`src/rtl/security_pkg.sv`:
```
// security_pkg: shared state encoding and keypad command codes for the passcode controller
package security_pkg;
  typedef enum logic [2:0] {IDLE, ENTRY, CHECK, UNLOCKED, LOCKOUT, PROGRAM} state_t;
  typedef logic [3:0] digit_t;
  localparam digit_t KEY_CLEAR = 4'hE;
  localparam digit_t KEY_ENTER = 4'hF;
  localparam digit_t KEY_PROG  = 4'hA;
endpackage

```
`src/rtl/passcode_controller_tick_timer.sv`:
```
// tick_timer: loadable down-counter stepped by the 1 Hz tick, saturating at zero
module tick_timer #(
  parameter int W = 5
) (
  input  logic         clk,
  input  logic         reset,
  input  logic         load,
  input  logic [W-1:0] load_val,
  input  logic         tick,
  output logic         expired
);
  logic [W-1:0] cnt;
  // a reload beats a same-cycle tick; the count never wraps below zero
  always_ff @(posedge clk or negedge reset)
    if (!reset) cnt <= '0;
    else if (load) cnt <= load_val;
    else if (tick && cnt != '0) cnt <= cnt - W'(1);
  assign expired = cnt == '0;
endmodule

```
`src/rtl/passcode_controller.sv`:
```
// passcode_controller: keypad entry sequencer with timeout, unlock hold and lockout; CODE_PROGRAM_EN enables code reprogramming
module passcode_controller #(
  parameter int          CODE_LEN      = 4,
  parameter logic [31:0] DEFAULT_CODE  = 32'h1234,
  parameter int          MAX_FAILS     = 3,
  parameter int          ENTRY_TICKS   = 10,
  parameter int          UNLOCK_TICKS  = 5,
  parameter int          LOCKOUT_TICKS = 30
) (
  input  logic                               clk,
  input  logic                               reset,
  input  logic [3:0]                         digit,
  input  logic                               valid,
  input  logic                               tick,
  output logic                               unlock,
  output logic                               alarm,
  output logic [3:0]                         entry_count,
  output logic [$clog2(MAX_FAILS+1)-1:0]     fail_count
);
  import security_pkg::*;
  localparam int AW = 4 * CODE_LEN;
  localparam int FW = $clog2(MAX_FAILS + 1);
  localparam int TMAX = ENTRY_TICKS > UNLOCK_TICKS ?
    (ENTRY_TICKS > LOCKOUT_TICKS ? ENTRY_TICKS : LOCKOUT_TICKS) :
    (UNLOCK_TICKS > LOCKOUT_TICKS ? UNLOCK_TICKS : LOCKOUT_TICKS);
  localparam int TW = $clog2(TMAX + 1);
  state_t          state, state_n;
  logic [AW-1:0]   attempt, attempt_n, code;
  logic [3:0]      count, count_n;
  logic [FW-1:0]   fails, fails_n;
  logic            load, expired;
  logic [TW-1:0]   load_val;
  logic            is_digit, is_clr, is_ent, capture, full, match;
`ifdef CODE_PROGRAM_EN
  logic            is_prog, code_wr;
  assign is_prog = valid && digit == KEY_PROG;
`endif
  assign is_digit = valid && digit <= 4'd9;
  assign is_clr   = valid && digit == KEY_CLEAR;
  assign is_ent   = valid && digit == KEY_ENTER;
  assign full     = count == 4'(CODE_LEN);
  assign capture  = is_digit && count < 4'(CODE_LEN);
  assign match    = full && attempt == code;
  tick_timer #(.W(TW)) u_timer (
    .clk      (clk),
    .reset    (reset),
    .load     (load),
    .load_val (load_val),
    .tick     (tick),
    .expired  (expired)
  );
  // next-state, attempt capture, failure accounting and timer reloads
  always_comb begin
    state_n   = state;
    attempt_n = attempt;
    count_n   = count;
    fails_n   = fails;
    load      = 1'b0;
    load_val  = TW'(ENTRY_TICKS);
`ifdef CODE_PROGRAM_EN
    code_wr   = 1'b0;
`endif
    case (state)
      IDLE:
        if (is_digit) begin
          attempt_n = AW'(digit);
          count_n   = 4'd1;
          load      = 1'b1;
          state_n   = ENTRY;
        end
      ENTRY, PROGRAM:
        if (capture) begin
          attempt_n = AW'({attempt, digit});
          count_n   = count + 4'd1;
          load      = 1'b1;
        end else if (is_clr) state_n = IDLE;
        else if (is_ent) begin
          state_n = state == ENTRY ? CHECK : IDLE;
`ifdef CODE_PROGRAM_EN
          if (state == PROGRAM && full) begin
            code_wr = 1'b1;
            fails_n = '0;
          end
`endif
        end else if (expired) state_n = IDLE;
      CHECK:
        if (match) begin
          state_n  = UNLOCKED;
          fails_n  = '0;
          load     = 1'b1;
          load_val = TW'(UNLOCK_TICKS);
        end else begin
          fails_n  = fails + FW'(1);
          state_n  = fails_n == FW'(MAX_FAILS) ? LOCKOUT : IDLE;
          load     = fails_n == FW'(MAX_FAILS);
          load_val = TW'(LOCKOUT_TICKS);
        end
      UNLOCKED:
`ifdef CODE_PROGRAM_EN
        if (is_prog) begin
          state_n = PROGRAM;
          load    = 1'b1;
        end else if (expired) state_n = IDLE;
`else
        if (expired) state_n = IDLE;
`endif
      LOCKOUT:
        if (expired) begin
          state_n = IDLE;
          fails_n = '0;
        end
      default: state_n = IDLE;
    endcase
    if (state_n inside {IDLE, UNLOCKED, LOCKOUT}) begin
      attempt_n = '0;
      count_n   = '0;
    end
  end
  // state register with registered door and alarm drives
  always_ff @(posedge clk or negedge reset)
    if (!reset) begin
      state   <= IDLE;
      attempt <= '0;
      count   <= '0;
      fails   <= '0;
      unlock  <= 1'b0;
      alarm   <= 1'b0;
    end else begin
      state   <= state_n;
      attempt <= attempt_n;
      count   <= count_n;
      fails   <= fails_n;
      unlock  <= state_n == UNLOCKED;
      alarm   <= state_n == LOCKOUT;
    end
`ifdef CODE_PROGRAM_EN
  // stored code, rewritten only by a complete programming entry
  always_ff @(posedge clk or negedge reset)
    if (!reset) code <= AW'(DEFAULT_CODE);
    else if (code_wr) code <= attempt;
`else
  assign code = AW'(DEFAULT_CODE);
`endif
  assign entry_count = count;
  assign fail_count  = fails;
endmodule

```
`config.mk`:
```
export PLATFORM = sky130hd
export DESIGN_NAME = passcode_controller
export DESIGN_NICKNAME = d
export VERILOG_FILES = /design/src/rtl/security_pkg.sv /design/src/rtl/passcode_controller_tick_timer.sv /design/src/rtl/passcode_controller.sv
export SDC_FILE = /design/constraint.sdc
export NUM_CORES = 1
export LEC_CHECK = 0
export BUFFER_PORTS_ARGS = -buffer_cell sky130_fd_sc_hd__buf_2
export CORE_MARGIN = 2
export CORE_UTILIZATION = 25
export DETAILED_ROUTE_END_ITERATION = 6
export PLACE_DENSITY = 0.45
export SYNTH_ARGS = -nofsm -noshare
export SYNTH_HDL_FRONTEND = slang
export SYNTH_HIERARCHICAL = 1
export SYNTH_SLANG_ARGS = --single-unit
export TNS_END_PERCENT = 1
```
`constraint.sdc`:
```
create_clock -name clk -period 2.4 [get_ports clk]
set_input_delay 0 -clock clk [delete_from_list [all_inputs] [get_ports clk]]
set_output_delay 0 -clock clk [all_outputs]
set_load 0.02 [all_outputs]
```
* Yosys cells after proc, flatten, opt, wreduce, memory -nomap -nowiden
Cells that the tools add are included.
** Word-level totals
- Logic and storage cells :: 73
- Memories :: 0
- Bits of input ports :: 8
- Bits in latches :: 0
- Bits in read-only memories :: 0
- Output and inout bits :: 8
- Bits in registers :: 32
- RAM bits :: 0
** Cells by class
- Shift-type cells :: 0
- Div/mod/pow operators :: 0
- Bitwise operators :: 0
- $lt $le $gt $ge :: 2
- $add $sub $neg :: 3
- Eq/ne operators :: 15
- Multiplexer cells :: 28
- Multiply operators :: 0
- Reduce and logical (&&, ||, !) cells :: 18
** Operators by type and width (count)
- $mux W16 :: 3
- $pmux W16 S2 :: 1
- $mux W3 :: 7
- $mux W5 :: 4
- $eq A16 B13 Y1 const B :: 1
- $mux W4 :: 3
- $pmux W3 S4 :: 1
- $eq A3 B2 Y1 const B :: 3
- $eq A3 B3 Y1 const B :: 3
- $eq A4 B4 Y1 const B :: 2
- $pmux W4 S2 :: 1
- $logic_and A1 B1 Y1 :: 6
- $logic_not A3 Y1 :: 2
- $mux W2 :: 3
- $ne A3 B3 Y1 const B :: 2
- $reduce_bool A3 Y1 :: 2
- $logic_not A5 Y1 :: 1
- $reduce_bool A5 Y1 :: 1
- $sub A5 B1 Y5 const B :: 1
- $add A4 B1 Y4 const B :: 1
- $eq A4 B3 Y1 const B :: 1
- $le A4 B4 Y1 const B :: 1
- $lt A4 B3 Y1 const B :: 1
- $pmux W2 S2 :: 1
- 10 further kinds :: 14

* Logic depth before layout (Yosys ltp)
- Depth in word-level cells :: 10
- Gate-level depth with buffers :: 9
- Gate-level depth less buffers :: 8

* Cells and area by module
The synthesis kept the hierarchy.
** Modules (own cells, without submodules)
- passcode_controller :: times used 1, sequential area each 675.6 µm², cells each 129, area each 1452.6 µm²
- tick_timer :: times used 1, sequential area each 125.1 µm², cells each 32, area each 304.0 µm²

* Worst setup path after synthesis
No wires, ideal clock.
- Path kind :: register to register
- Start :: register u_timer.cnt[0]
- End :: register attempt[5]
- Setup time :: 125 ps
- Buffers on the path :: 1
- Path slack :: 248 ps
- Data arrival time :: 2027 ps
- Period minus slack after synthesis :: 2152 ps
- Required time :: 2275 ps
- Cell stages (with the launch flop) :: 10
- Path through :: dfrtp_1 > inv_1 > ha_1 > or4b_4 > inv_1 > nor2b_1 > o211a_1 > nor3_2 > buf_6 > nor3_2
** On the way
- Cells in the longest elaborated chain, start to end :: 10
- Elaborated cells on any way between the ends :: 15
- Classes of those cells :: eq/ne: 4; mux: 6; reduce/logical: 5
** RTL lines
- start, declared :: line passcode_controller_tick_timer.sv:12 : logic [W-1:0] cnt;
- start signal, assigned :: line passcode_controller_tick_timer.sv:16 : else if (load) cnt <= load_val;
- start signal, assigned :: line passcode_controller_tick_timer.sv:17 : else if (tick && cnt != '0) cnt <= cnt - W'(1);
- $logic_not A5 Y1 (*) :: line passcode_controller_tick_timer.sv:18 : assign expired = cnt == '0;
- net expired :: line passcode_controller.sv:31 : logic load, expired;
- $mux W3 (*) :: line passcode_controller.sv:85, passcode_controller.sv:105, passcode_controller.sv:108
- $mux W3 :: line passcode_controller.sv:77 : else if (is_ent) begin
- $mux W3 :: line passcode_controller.sv:76 : end else if (is_clr) state_n = IDLE;
- $mux W3 :: line passcode_controller.sv:72 : if (capture) begin
- $pmux W3 S4 (*) :: line passcode_controller.sv:63 : case (state)
- $eq A3 B2 Y1, or another cell as far along :: line passcode_controller.sv:114 : if (state_n inside {IDLE, UNLOCKED, LOCKOUT}) begin
- $reduce_bool A3 Y1 (*) :: line passcode_controller.sv:114
- $ne A3 B3 Y1 (no line) / $reduce_bool A3 Y1 (equally long branches)
- $reduce_and A3 Y1 (no line)
- end signal, assigned :: line passcode_controller.sv:130 : attempt <= attempt_n;
- end, declared :: line passcode_controller.sv:28 : logic [AW-1:0] attempt, attempt_n, code;
Mark *: on every way through the listed nets, which the timed path passes. The rest lies on a longest branch.
A chain may end at the register's enable or synchronous reset.

* Worst setup path in the final report
- Start :: register count[1] (netlist: entry_count[1])
- End :: register u_timer.cnt[3]
** On the way
- Cells in the longest elaborated chain, start to end :: 5
- Elaborated cells on any way between the ends :: 11
- Classes of those cells :: order compare: 1; eq/ne: 1; mux: 6; reduce/logical: 3
** RTL lines
- start, declared :: line passcode_controller.sv:29 : logic [3:0] count, count_n;
- start signal, assigned :: line passcode_controller.sv:131 : count <= count_n;
- $lt A4 B3 Y1 / $eq A4 B3 Y1 (equally long branches) :: line passcode_controller.sv:42, passcode_controller.sv:41
- $logic_and A1 B1 Y1 (on tied branches) :: line passcode_controller.sv:42, passcode_controller.sv:43
- $mux W1 (on tied branches) :: line passcode_controller.sv:72, passcode_controller.sv:87
- $pmux W1 S3 (*) :: line passcode_controller.sv:63
- net load :: line passcode_controller.sv:31
- $mux W5 / $reduce_bool A2 Y1 (equally long branches)
Marked as above.

==> impl_metrics.ini <==
[synth]
synth_edf_count = 0
ys_types = 47
synth_cells = 161
synth_flop_cell = dfrtp_1
yosysWarnings = 6
synth_compound_area_frac = 0.2080
synth_xor_area_frac = 0
postSynthAreaPerCell_um2 = 10.91
synth.area.mux_share = 0.005698
synth_fa_ha_area_frac = 0.02849
ys_seq_area_frac = 0.4558
ys_seq_elements = 32
synth_nets = 173
yosys.area_share.simple = 0.2493
synth_top_family_by_area = simple AND/OR/NAND/NOR gates
ys_async_sr_fraction = 1.000
netlist_area_um2 = 1757

[place]
gp_congestion = 0.7165
dp_hpwl_mm = 2.917
port_buffers = 15
dp_cells = 275
place_ws_ns = 0.02435

[die]
coreArea_um2 = 6794
pin_count = 16
fp-row-count = 30
start_util = 0.2586
fp.dieH_um = 87.83
die_width_um = 87.83
die_area_um2 = 7713

[layout]
area_growth_pct = 23.15
fin_cells = 288
num_antenna_cells = 0
ff_latch_area_um2 = 800.8
multiInputGateArea_um2 = 880.8
drive_gt1_frac = 0.3229
nNetsFinal = 203
fill_cells = 705

[setup_path]
end_kind = flip-flop
crit_path_max_fanout = 10
critPathKind = flip-flop to flip-flop
critPathRequiredTime_ns = 2.58
critPathLaunchType = flip-flop
cp.arrival_ns = 2.37

[grt]
grt_pass1_wl_mm = 7.327
antenna_found_initial = 0
grt_pass1_vias = 1385
grt_overflow = 0
grt_usage = 0.1250
grt_max_degree = 33

[power_and_ir_drop]
switchingPower_uw = 961.5
internal-power_mw = 1.455
p_leak_nw = 0.9412
pwr-share-comb = 0.423
p_sw_frac = 0.3978
power_density_nw_per_um2 = 1117
p_clk_frac = 0.220
pwr-share-seq = 0.358
ir_worst_vdd_v = 0.0002728

[timing]
fin_crit_ns = 2.197
fin_tns_setup_ns = 0
maxSlewViolCount = 0
rsz0062_at_grt = yes
worst_slew_pin_slew_ns = 0.7391
fmax_mhz = 455.1
hold_violations = 0
setup_viol = 0
whs_ns = 0.1051
slew_headroom = 0.5073
skew_ns = 0.005446
fin_ws_ns = 0.2026
post-route-period-util = 0.9156

[clock_network]
cts_root_buffer = clkbuf_8
cts-buffers-inserted = 5
cts.sinks = 32
clockBufferDepth = 2
clk_pin_slew_ns = 0.07
cts_tree = done
cts_setup_buffers = 0
clkLatencyLatePin_ns = 0.29
cts_max_level = 2

[routing]
wl_mm = 4.206
drtPass1Iterations = 4
ant_nets = 0
vias = 1361
drc = 0
wl_per_cell_um = 14.60
drtIter0Drc = 82
avgViaCountPerCell = 4.726

[flow_run]
drv_cap = 0

[outcome]
outcome = finished, final reports clean

[worst_hold_path]
hold_path_class = input pin to flip-flop
==> timing repair <==
item                                    in CTS  in global routing
resized for setup                            1                  4
endpoints found under the hold margin       36                  0
gates cloned                                 0                  0
endpoints found under the setup margin       1                 20
hold buffers                                 5                  0
==> placed cells by master (no fill, tap or decap), drive strengths merged, types with 5 or more instances in the layout <==
cell type / count
a21oi: 12
a22oi: 13
dlygate4sd3: 5
nand2: 9
clkbuf: 5
dfrtp: 32
nor2: 5
inv: 10
nor3: 16
nand2b: 5
buf: 25
==> cells by family (layout without fill, tap and decap cells) <==
kind of cell / count (synthesis) / in the layout
AOI/OAI and AO/OA: 47 / 47
adders and majority gates: 4 / 4
buffers and inverters: 17 / 48
DFF: 32 / 32
muxes: 1 / 1
and+or+nand+nor: 60 / 60
==> synthesized netlist by cell type (2+ instances only) <==
| library cell | n | share of area |
|---|---|---|
| a211o_1 | 2 | 0.010 |
| a21oi_1 | 11 | 0.031 |
| a22o_1 | 2 | 0.010 |
| a22oi_1 | 11 | 0.047 |
| a22oi_2 | 2 | 0.014 |
| buf_2 | 2 | 0.0057 |
| buf_6 | 3 | 0.019 |
| dfrtp_1 | 32 | 0.46 |
| ha_1 | 4 | 0.028 |
| inv_1 | 10 | 0.021 |
| nand2_1 | 9 | 0.019 |
| nand2b_1 | 5 | 0.018 |
| nand4_1 | 2 | 0.0071 |
| nor2_1 | 5 | 0.011 |
| nor2b_1 | 4 | 0.014 |
| nor3_1 | 4 | 0.011 |
| nor3_2 | 11 | 0.063 |
| nor4_1 | 2 | 0.0071 |
| nor4b_1 | 2 | 0.010 |
| nor4bb_1 | 2 | 0.011 |
| o211ai_1 | 4 | 0.017 |
| o21ai_0 | 3 | 0.0085 |
| or2_2 | 2 | 0.0071 |
| or3_1 | 4 | 0.014 |
==> worst paths after layout <==
| path | from | end | slack (ns) | cells after the start |
|---|---|---|---|---|
| min in group asynchronous | reset | u_timer/cnt[1]$_DFFE_PN0P_ | 0.30 | 2 |
| hold reg to reg | fail_count[0]$_DFFE_PN0P_ | fail_count[0]$_DFFE_PN0P_ | 0.50 | 1 |
| hold / removal | valid | state[2]$_DFF_PN0_ | 0.11 | 3 |
| setup / recovery | entry_count[1]$_DFFE_PN0P_ | u_timer/cnt[3]$_DFFE_PN0P_ | 0.20 | 9 |
| setup reg to reg | entry_count[1]$_DFFE_PN0P_ | u_timer/cnt[3]$_DFFE_PN0P_ | 0.20 | 9 |
| max in group asynchronous | reset | attempt[8]$_DFFE_PN0P_ | 1.62 | 2 |
==> layer usage <==
layer / global-route usage / wire length (um)
met1: 0.1785 / 2254
met2: 0.1846 / 1777
met3: 0.02828 / 94
met4: 0.04615 / 80
met5: 0 / 0
==> stage by stage <==
stage                     cell area (um2)    util  power (mW)
after CTS                            2147  0.3160       2.433
after detailed placement             1984  0.2921       1.887
after floorplan                      1757       -       1.586
after global routing                 2163  0.3184       2.608
after global placement               1984  0.2921       1.891
final                                2163  0.3184       2.417
==> registers in the layout, summed over array words and instances, names as in the netlist <==
signal       count
alarm            1
attempt         16
entry_count      4
fail_count       2
state            3
u_timer/cnt      5
unlock           1
==> worst max-delay path, cell delays in order, from the launching register on <==
cell and delay, ns:
dfrtp_1 0.43, inv_1 0.07, ha_1 0.14, nor4bb_2 0.31, nand4_1 0.24, buf_4 0.21, nor2_2 0.19, a211o_2 0.25
nor2b_1 0.19, a21oi_2 0.04
==> layout make-up <==
cell class                 instances  area share
timing repair buffer              30     0.09832
sequential                        32      0.3702
clock inverter                     3     0.01966
inverter                          10     0.01735
multi-input combinational        112      0.4072
clock buffer                       5     0.03181
tap                               96     0.05552
==> power groups by stage <==
stage                     Combinational (mW)  Sequential (mW)  Clock [mW]
after floorplan                        0.703            0.883           0
after CTS                               1.03            0.863       0.543
after detailed placement                1.02            0.872           0
final                                   1.02            0.864       0.531
after global routing                    1.15            0.891       0.570
after global placement                  1.02            0.874           0
Power figures use the tool's default switching activity.
